$ cat config.mk
export PLATFORM = sky130hd
export DESIGN_NAME = t05_hist_reader_flat
export DESIGN_NICKNAME = d
export VERILOG_FILES = /design/src/rtl/t05_pkg.sv /design/src/rtl/t05_hist_reader_if.sv /design/src/rtl/t05_hist_reader.sv /design/src/flat_wrapper.sv
export SDC_FILE = /design/constraint.sdc
export NUM_CORES = 1
export LEC_CHECK = 0
export ABC_AREA = 1
export ABC_CLOCK_PERIOD_IN_PS = 2400
export CAP_MARGIN = 30
export CORE_MARGIN = 2
export CORE_UTILIZATION = 51
export DETAILED_ROUTE_END_ITERATION = 16
export GPL_ROUTABILITY_DRIVEN = 0
export HOLD_SLACK_MARGIN = 0.03
export PLACE_DENSITY_LB_ADDON = 0.05
export SETUP_SLACK_MARGIN = 0.2
export SLEW_MARGIN = 20
export SYNTH_ARGS = -nofsm -noshare
export SYNTH_HDL_FRONTEND = slang
export SYNTH_SLANG_ARGS = --single-unit
$ cat constraint.sdc
create_clock -name clk -period 2.4 [get_ports clk]
set_input_delay 0.36 -clock clk [delete_from_list [all_inputs] [get_ports clk]]
set_output_delay 0.36 -clock clk [all_outputs]
set_load 0.02 [all_outputs]
$ cat src/rtl/t05_pkg.sv
// Shared definitions for the t05 histogram pipeline: reader state encoding,
// default sizes and the EOF character the histogram also uses.
package t05_pkg;

   localparam int         NUM_BINS_DEF = 256;
   localparam int         CNT_W_DEF    = 32;
   localparam logic [7:0] EOF_CHAR     = 8'h1A;

   typedef enum logic [2:0] {
      ST_IDLE,
      ST_RD,
      ST_CLR,
      ST_EMIT,
      ST_NEXT,
      ST_DONE
   } t05_hist_rd_state_t;

endpackage

$ cat src/rtl/t05_hist_reader_if.sv
// Single-request SRAM port between the histogram reader (master) and the
// count memory (slave); every request is held until a one-cycle ack.
interface t05_hist_reader_if #(
   parameter int CNT_W = 32
);
   logic [7:0]       addr;
   logic             rd_en;
   logic             wr_en;
   logic [CNT_W-1:0] wdata;
   logic [CNT_W-1:0] rdata;
   logic             ack;

   modport master (
      output addr, rd_en, wr_en, wdata,
      input  rdata, ack
   );

   modport slave (
      input  addr, rd_en, wr_en, wdata,
      output rdata, ack
   );
endinterface

$ cat src/rtl/t05_hist_reader.sv
// Sweeps the histogram count SRAM after eof, streams non-zero bins as
// (char, count) pairs, optionally clears them, and checks the summed total.
//
// state   | meaning
// --------+--------------------------------------------------------------
// IDLE    | waiting for start
// RD      | read request at addr held until ack; count captured on ack
// CLR     | write-0 request at addr held until ack (CLEAR_ON_READ only)
// EMIT    | pair presented on the output stream until out_ready
// NEXT    | single cycle: finish at the last bin, else advance addr
// DONE    | sweep finished; done/mismatch held until next start
module t05_hist_reader
   import t05_pkg::*;
#(
   parameter int NUM_BINS      = NUM_BINS_DEF,
   parameter int CNT_W         = CNT_W_DEF,
   parameter bit CLEAR_ON_READ = 1'b1
) (
   input  logic                 clk,
   input  logic                 rst,
   input  logic                 start,
   input  logic [CNT_W-1:0]     total_in,
   t05_hist_reader_if.master    sram,
   output logic                 out_valid,
   input  logic                 out_ready,
   output logic [7:0]           out_char,
   output logic [CNT_W-1:0]     out_count,
   output logic [8:0]           nonzero_bins,
   output logic [CNT_W-1:0]     sum,
   output logic                 busy,
   output logic                 done,
   output logic                 mismatch
);

   localparam logic [7:0] LAST_ADDR = 8'(NUM_BINS - 1);

   t05_hist_rd_state_t state;
   logic [7:0]         addr_q;
   logic [CNT_W-1:0]   count_q;
   logic [CNT_W-1:0]   total_q;
   logic               sat_q;
   logic               rd_en_q;
   logic               wr_en_q;
   logic [CNT_W:0]     sum_ext;

   // One spare bit catches the carry out so the running sum can saturate.
   assign sum_ext = {1'b0, sum} + {1'b0, count_q};

   assign sram.addr  = addr_q;
   assign sram.rd_en = rd_en_q;
   assign sram.wr_en = wr_en_q;
   assign sram.wdata = '0;
   assign out_char   = addr_q;
   assign out_count  = count_q;

   always_ff @(posedge clk) begin
      if (rst) begin
         state        <= ST_IDLE;
         addr_q       <= '0;
         count_q      <= '0;
         total_q      <= '0;
         sat_q        <= 1'b0;
         rd_en_q      <= 1'b0;
         wr_en_q      <= 1'b0;
         out_valid    <= 1'b0;
         nonzero_bins <= '0;
         sum          <= '0;
         busy         <= 1'b0;
         done         <= 1'b0;
         mismatch     <= 1'b0;
      end else begin
         case (state)
            ST_IDLE, ST_DONE: begin
               if (start) begin
                  total_q      <= total_in;
                  addr_q       <= '0;
                  sum          <= '0;
                  sat_q        <= 1'b0;
                  nonzero_bins <= '0;
                  mismatch     <= 1'b0;
                  done         <= 1'b0;
                  busy         <= 1'b1;
                  rd_en_q      <= 1'b1;
                  state        <= ST_RD;
               end
            end
            ST_RD: begin
               if (sram.ack) begin
                  count_q <= sram.rdata;
                  rd_en_q <= 1'b0;
                  if (sram.rdata == '0) begin
                     state <= ST_NEXT;
                  end else if (CLEAR_ON_READ) begin
                     wr_en_q <= 1'b1;
                     state   <= ST_CLR;
                  end else begin
                     out_valid <= 1'b1;
                     state     <= ST_EMIT;
                  end
               end
            end
            ST_CLR: begin
               if (sram.ack) begin
                  wr_en_q   <= 1'b0;
                  out_valid <= 1'b1;
                  state     <= ST_EMIT;
               end
            end
            ST_EMIT: begin
               if (out_ready) begin
                  out_valid    <= 1'b0;
                  nonzero_bins <= nonzero_bins + 9'd1;
                  if (sum_ext[CNT_W]) begin
                     sum   <= '1;
                     sat_q <= 1'b1;
                  end else begin
                     sum <= sum_ext[CNT_W-1:0];
                  end
                  state <= ST_NEXT;
               end
            end
            ST_NEXT: begin
               // Compare before incrementing so a full 256-bin sweep ends at 0xFF.
               if (addr_q == LAST_ADDR) begin
                  busy     <= 1'b0;
                  done     <= 1'b1;
                  mismatch <= (sum != total_q) || sat_q;
                  state    <= ST_DONE;
               end else begin
                  addr_q  <= addr_q + 8'd1;
                  rd_en_q <= 1'b1;
                  state   <= ST_RD;
               end
            end
            default: state <= ST_IDLE;
         endcase
      end
   end

endmodule

$ cat src/flat_wrapper.sv
// flat-port wrapper written by rule: the top's interface ports become plain ports
module t05_hist_reader_flat import t05_pkg::*;
#(
   parameter int NUM_BINS      = NUM_BINS_DEF,
   parameter int CNT_W         = CNT_W_DEF,
   parameter bit CLEAR_ON_READ = 1'b1
)
  (clk, rst, start, total_in, out_valid, out_ready, out_char, out_count, nonzero_bins, sum, busy, done, mismatch, sram_addr, sram_rd_en, sram_wr_en, sram_wdata, sram_rdata, sram_ack);
  t05_hist_reader_if #(.CNT_W(CNT_W)) sram_i ();
  input  logic clk;
  input  logic rst;
  input  logic start;
  input  logic [CNT_W-1:0] total_in;
  output logic out_valid;
  input  logic out_ready;
  output logic [7:0] out_char;
  output logic [CNT_W-1:0] out_count;
  output logic [8:0] nonzero_bins;
  output logic [CNT_W-1:0] sum;
  output logic busy;
  output logic done;
  output logic mismatch;
  output wire logic [$bits(sram_i.addr)-1:0] sram_addr;
  output wire logic [$bits(sram_i.rd_en)-1:0] sram_rd_en;
  output wire logic [$bits(sram_i.wr_en)-1:0] sram_wr_en;
  output wire logic [$bits(sram_i.wdata)-1:0] sram_wdata;
  input wire logic [$bits(sram_i.rdata)-1:0] sram_rdata;
  input wire logic [$bits(sram_i.ack)-1:0] sram_ack;
  assign sram_addr = sram_i.addr;
  assign sram_rd_en = sram_i.rd_en;
  assign sram_wr_en = sram_i.wr_en;
  assign sram_wdata = sram_i.wdata;
  assign sram_i.rdata = sram_rdata;
  assign sram_i.ack = sram_ack;
  t05_hist_reader #(.NUM_BINS(NUM_BINS), .CNT_W(CNT_W), .CLEAR_ON_READ(CLEAR_ON_READ)) u_core (.clk(clk), .rst(rst), .start(start), .total_in(total_in), .sram(sram_i), .out_valid(out_valid), .out_ready(out_ready), .out_char(out_char), .out_count(out_count), .nonzero_bins(nonzero_bins), .sum(sum), .busy(busy), .done(done), .mismatch(mismatch));
endmodule
==> metrics.md <==
| Metric | Value |
|---|---|
| Critical Path Source | u_core.sum[0] |
| Syn_area_per_cell | between 6 and 7 sq um |
| Ys async rst share | 0 |
| Setup CP Type | flop to flop |
| H-tree depth | 4 |
| DIE HEIGHT | between 100 and 150 um |
| Initial DRC count | 628 |
| Max Cap Violations | 0 |
| Initial antenna violation count | 0 |
| Syn Inst Count | 1,272 |
| CP Capture Type | flop |
| Seq/Total Area, Yosys | 0.298 |
| TritonCTS Buffers | 17 |
| Overall power | 6290 uW |
| PortBufs | 163 |
| Register bit total from synthesis | around 120 |
| Crit Reg-Reg Startpoint | u_core.sum[0] |
| Antenna Cells | 0 |
| Combinational power share | 0.221 |
| Startpoint types | flop |
| Vias/cell | 5.09 |
| Largest net degree at the start of global routing | slightly above 50 |
| WL per Instance | 15.5 um |
| Number of synthesized flops with an enable pin | 0 |
| Placed Area | around 10,000 sq um |
| First-pass GRT wire length | 41,000 um |
| Maximum VDD drop | 0.000525 V |
| Period utilization | 0.917 |
| Clock Power Share | 0.412 |
| Crit path time final | about 2200 ps |
| Die area | 17,300 sq um |
| Antenna viol nets, final | 0 |
| WP data required | 2700 ps |
| Yosys cell types | 50 |
| Core ar. | around 16,000 sq um |
| Layout Skew | 13.4 ps |
| Final hold violation count | 0 |
| Rows | 46 |
| Ys Warns | 0 |
| Peak fanout along the critical path | 7 |
| Critical R2R Capture | u_core.sum[24] |
| Worst Max-Slew Pin Slew | around 790 ps |
| RSZ-0062 raised after global routing | true |
| Internal Power | 4270 uW |
| Setup TNS | 0 ps |
| Clock Path Buffers | 2 |
| Root Buffer | clkbuf_16 |
| Syn-to-layout area delta | 30.4% |
| Initial Util | 0.521 |
| CTS Hold Buffers Added | 0 |
| Worst slew margin | 0.469 |
| Drt first pass iters | 5 |
| Static leakage power | ~0.005 uW |
| Register area | about 2500 sq um |
| Pwr/cell area | 583 nW/um^2 |
| GRT Total Usage | 0.298 |
| R2R cell count | 15 |
| Sequential share of power | 0.367 |
| DIE WIDTH | 131 um |
| Crit path DAT | 2500 ps |
| Primary FF master, synth | dfxtp_1 |
| Worst reg2reg setup slack | 200 ps |
| Final WL | 25,900 um |
| Clk Latency, worst-skew pair | 430 ps |
| Sw power | 2020 uW |
| CTS tree | yes |
| Via count | 8,508 |
| Final Setup Violations | 0 |
| Max frequency | 454 MHz |
| Hold Crit Class | input port to flop |
| Clock Sink Count | 123 |
| Worst Setup EP | u_core.sum[24] |
| Dpl hpwl | 19,600 um |
| Residual DRC | 0 |
| Multi-input logic area | 4860 sq um |
| Number of global-route vias before repair | 7,834 |
| Status | complete, no violations |
| Slew Limit Fails | 0 |
| Clock-pin slew on the worst setup and hold paths | around 60 ps |
| Final Instance Area | 10,800 sq um |
| Layout net count | 1,545 |
| Fillcell total | 1,522 |
| Post-Syn Area | 8270 sq um |
| Number of top-level pins | 196 |
| Sw frac | 0.321 |
| Layout cell share with drive strength beyond 1 | 0.126 |
| GR Overflow Total | 0 |
## state kept, by name, indices dropped and copies added (netlist names)
name / count
u_core.sat_q: 1
u_core.nonzero_bins: 9
u_core.sum: 32
u_core.out_char: 8
u_core.mismatch: 1
u_core.busy: 1
u_core.out_count: 32
u_core.total_q: 32
u_core.done: 1
u_core.sram.wr_en: 1
u_core.out_valid: 1
u_core.sram.rd_en: 1
u_core.state: 3
## through the flow
| step | setup slack [ps] | hold WS, ps | util | instances |
|---|---|---|---|---|
| after floorplan | 245 | 437 | - | 1303 |
| after global placement | 253 | 459 | 0.631 | 1631 |
| after detailed placement | 180 | 467 | 0.631 | 1631 |
| after CTS | 191 | 177 | 0.669 | 1664 |
| after global routing | 88.5 | 177 | 0.679 | 1670 |
| final | 198 | 185 | 0.679 | 1670 |
## power groups by stage
stage | clock network (uW) | registers, uW | logic, uW
after floorplan | 0 | 2390 | 862
after global placement | 0 | 2340 | 1360
after detailed placement | 0 | 2340 | 1370
after CTS | 2620 | 2300 | 1380
after global routing | 2700 | 2320 | 1520
final | 2590 | 2300 | 1390
## Yosys cell counts (3+ instances only)
cell        n  area, sq um
and2_1      6         37.5
nor3_2      3         30.0
nor2_2      5         31.3
nor3_1     17         85.1
inv_1     161          604
nand3b_1    3         22.5
ha_1       34          425
or2_2       3         18.8
nand2_2    14         87.6
clkbuf_1   12         45.0
nand3_1    52          260
inv_2      21         78.8
o22ai_1     3         18.8
a211oi_1    9         67.6
nor2_1     85          319
dfxtp_1   123         2460
a21oi_2    15          131
nand3_2    10          100
a21oi_1   107          536
nor2_4      6         67.6
o21ai_1    12         60.1
nand2_1   407         1530
nand2_4     3         33.8
nand4_1    17          106
o21ai_2    10         87.6
xnor2_1     4         35.0
buf_2      14         70.1
xor2_1     27          236
buf_4      44          330
o21ai_0    20          100
## cells by family (layout without fill, tap and decap cells)
| family | count (synthesis) | count (layout) | synth area share |
|---|---|---|---|
| XOR/XNOR | 31 | 31 | 0.0328 |
| adder cells (fa/ha/maj) | 35 | 35 | 0.0538 |
| AND/OR/NAND/NOR | 639 | 639 | 0.341 |
| buffers and inverters | 257 | 408 | 0.142 |
| AO/OA/AOI/OAI | 186 | 186 | 0.132 |
| flip-flops | 123 | 123 | 0.298 |
| other | 1 | 32 | 0.000453 |
## cell type report
type	count	area share
Multi-Input combinational cell	923	0.450
Sequential cell	123	0.229
Timing Repair Buffer	193	0.178
Inverter	183	0.0637
Clock buffer	18	0.0407
Tap cell	216	0.0250
Clock inverter	14	0.0135
## worst min-delay path by stage
stage | startpoint | to | slack, ps | depth (start not counted)
CTS | rst | u_core.nonzero_bins[1] | 180 | 2
global route | rst | u_core.nonzero_bins[1] | 180 | 2
detailed placement | u_core.total_q[0] | u_core.total_q[0] | 470 | 2
floorplan | u_core.sat_q | u_core.sat_q | 440 | 2
global placement | u_core.total_q[7] | u_core.total_q[7] | 460 | 2
finish | rst | u_core.nonzero_bins[1] | 180 | 2
## what timing repair did
item,CTS,global route
setup buffers,1,5
setup endpoints to repair,22,32
pin swaps,0,20
cloned,0,1
resized for setup,0,27
## layout by cell type, fill, tap and decap left out, types with 18 or more instances in the layout
cell type        netlist  layout
nand2_2               14      18
buf_4                 44      26
o21ai_0               20      20
dfxtp_1              123     119
clkdlybuf4s50_1        0     162
inv_2                 21      21
nand3_1               52      47
conb_1                 1      32
a21oi_2               15      20
nor2_1                85      84
inv_1                161     161
xor2_1                27      27
a21oi_1              107     102
nand2_1              407     401
ha_1                  34      33
clkbuf_16              0      18
## worst max-delay path: stages, from the launching register on
cell and delay (ps):
dfxtp_4 360, ha_4 170, fa_2 410, nand2_2 80, inv_2 40, nand2_2 50
nand2_2 70, nand2_2 70, nand2_4 60, nand2_4 60, nand2_4 60, a21oi_4 220
clkbuf_16 210, nand3_4 60, nand2_2 70, a21oi_2 60
## layer usage
| metal | global-route usage | part of all wire | up-vias | wire, um |
|---|---|---|---|---|
| met2 | 0.506 | 0.48 | 314 | 12300 |
| met5 | 0 | 0 | - | 0 |
| met1 | 0.383 | 0.44 | 3868 | 11300 |
| met4 | 0.0936 | 0.024 | 0 | 618 |
| met3 | 0.0579 | 0.065 | 42 | 1680 |
| li1 | - | - | 4284 | - |
Note: power is estimated with default switching activity, not from simulation.
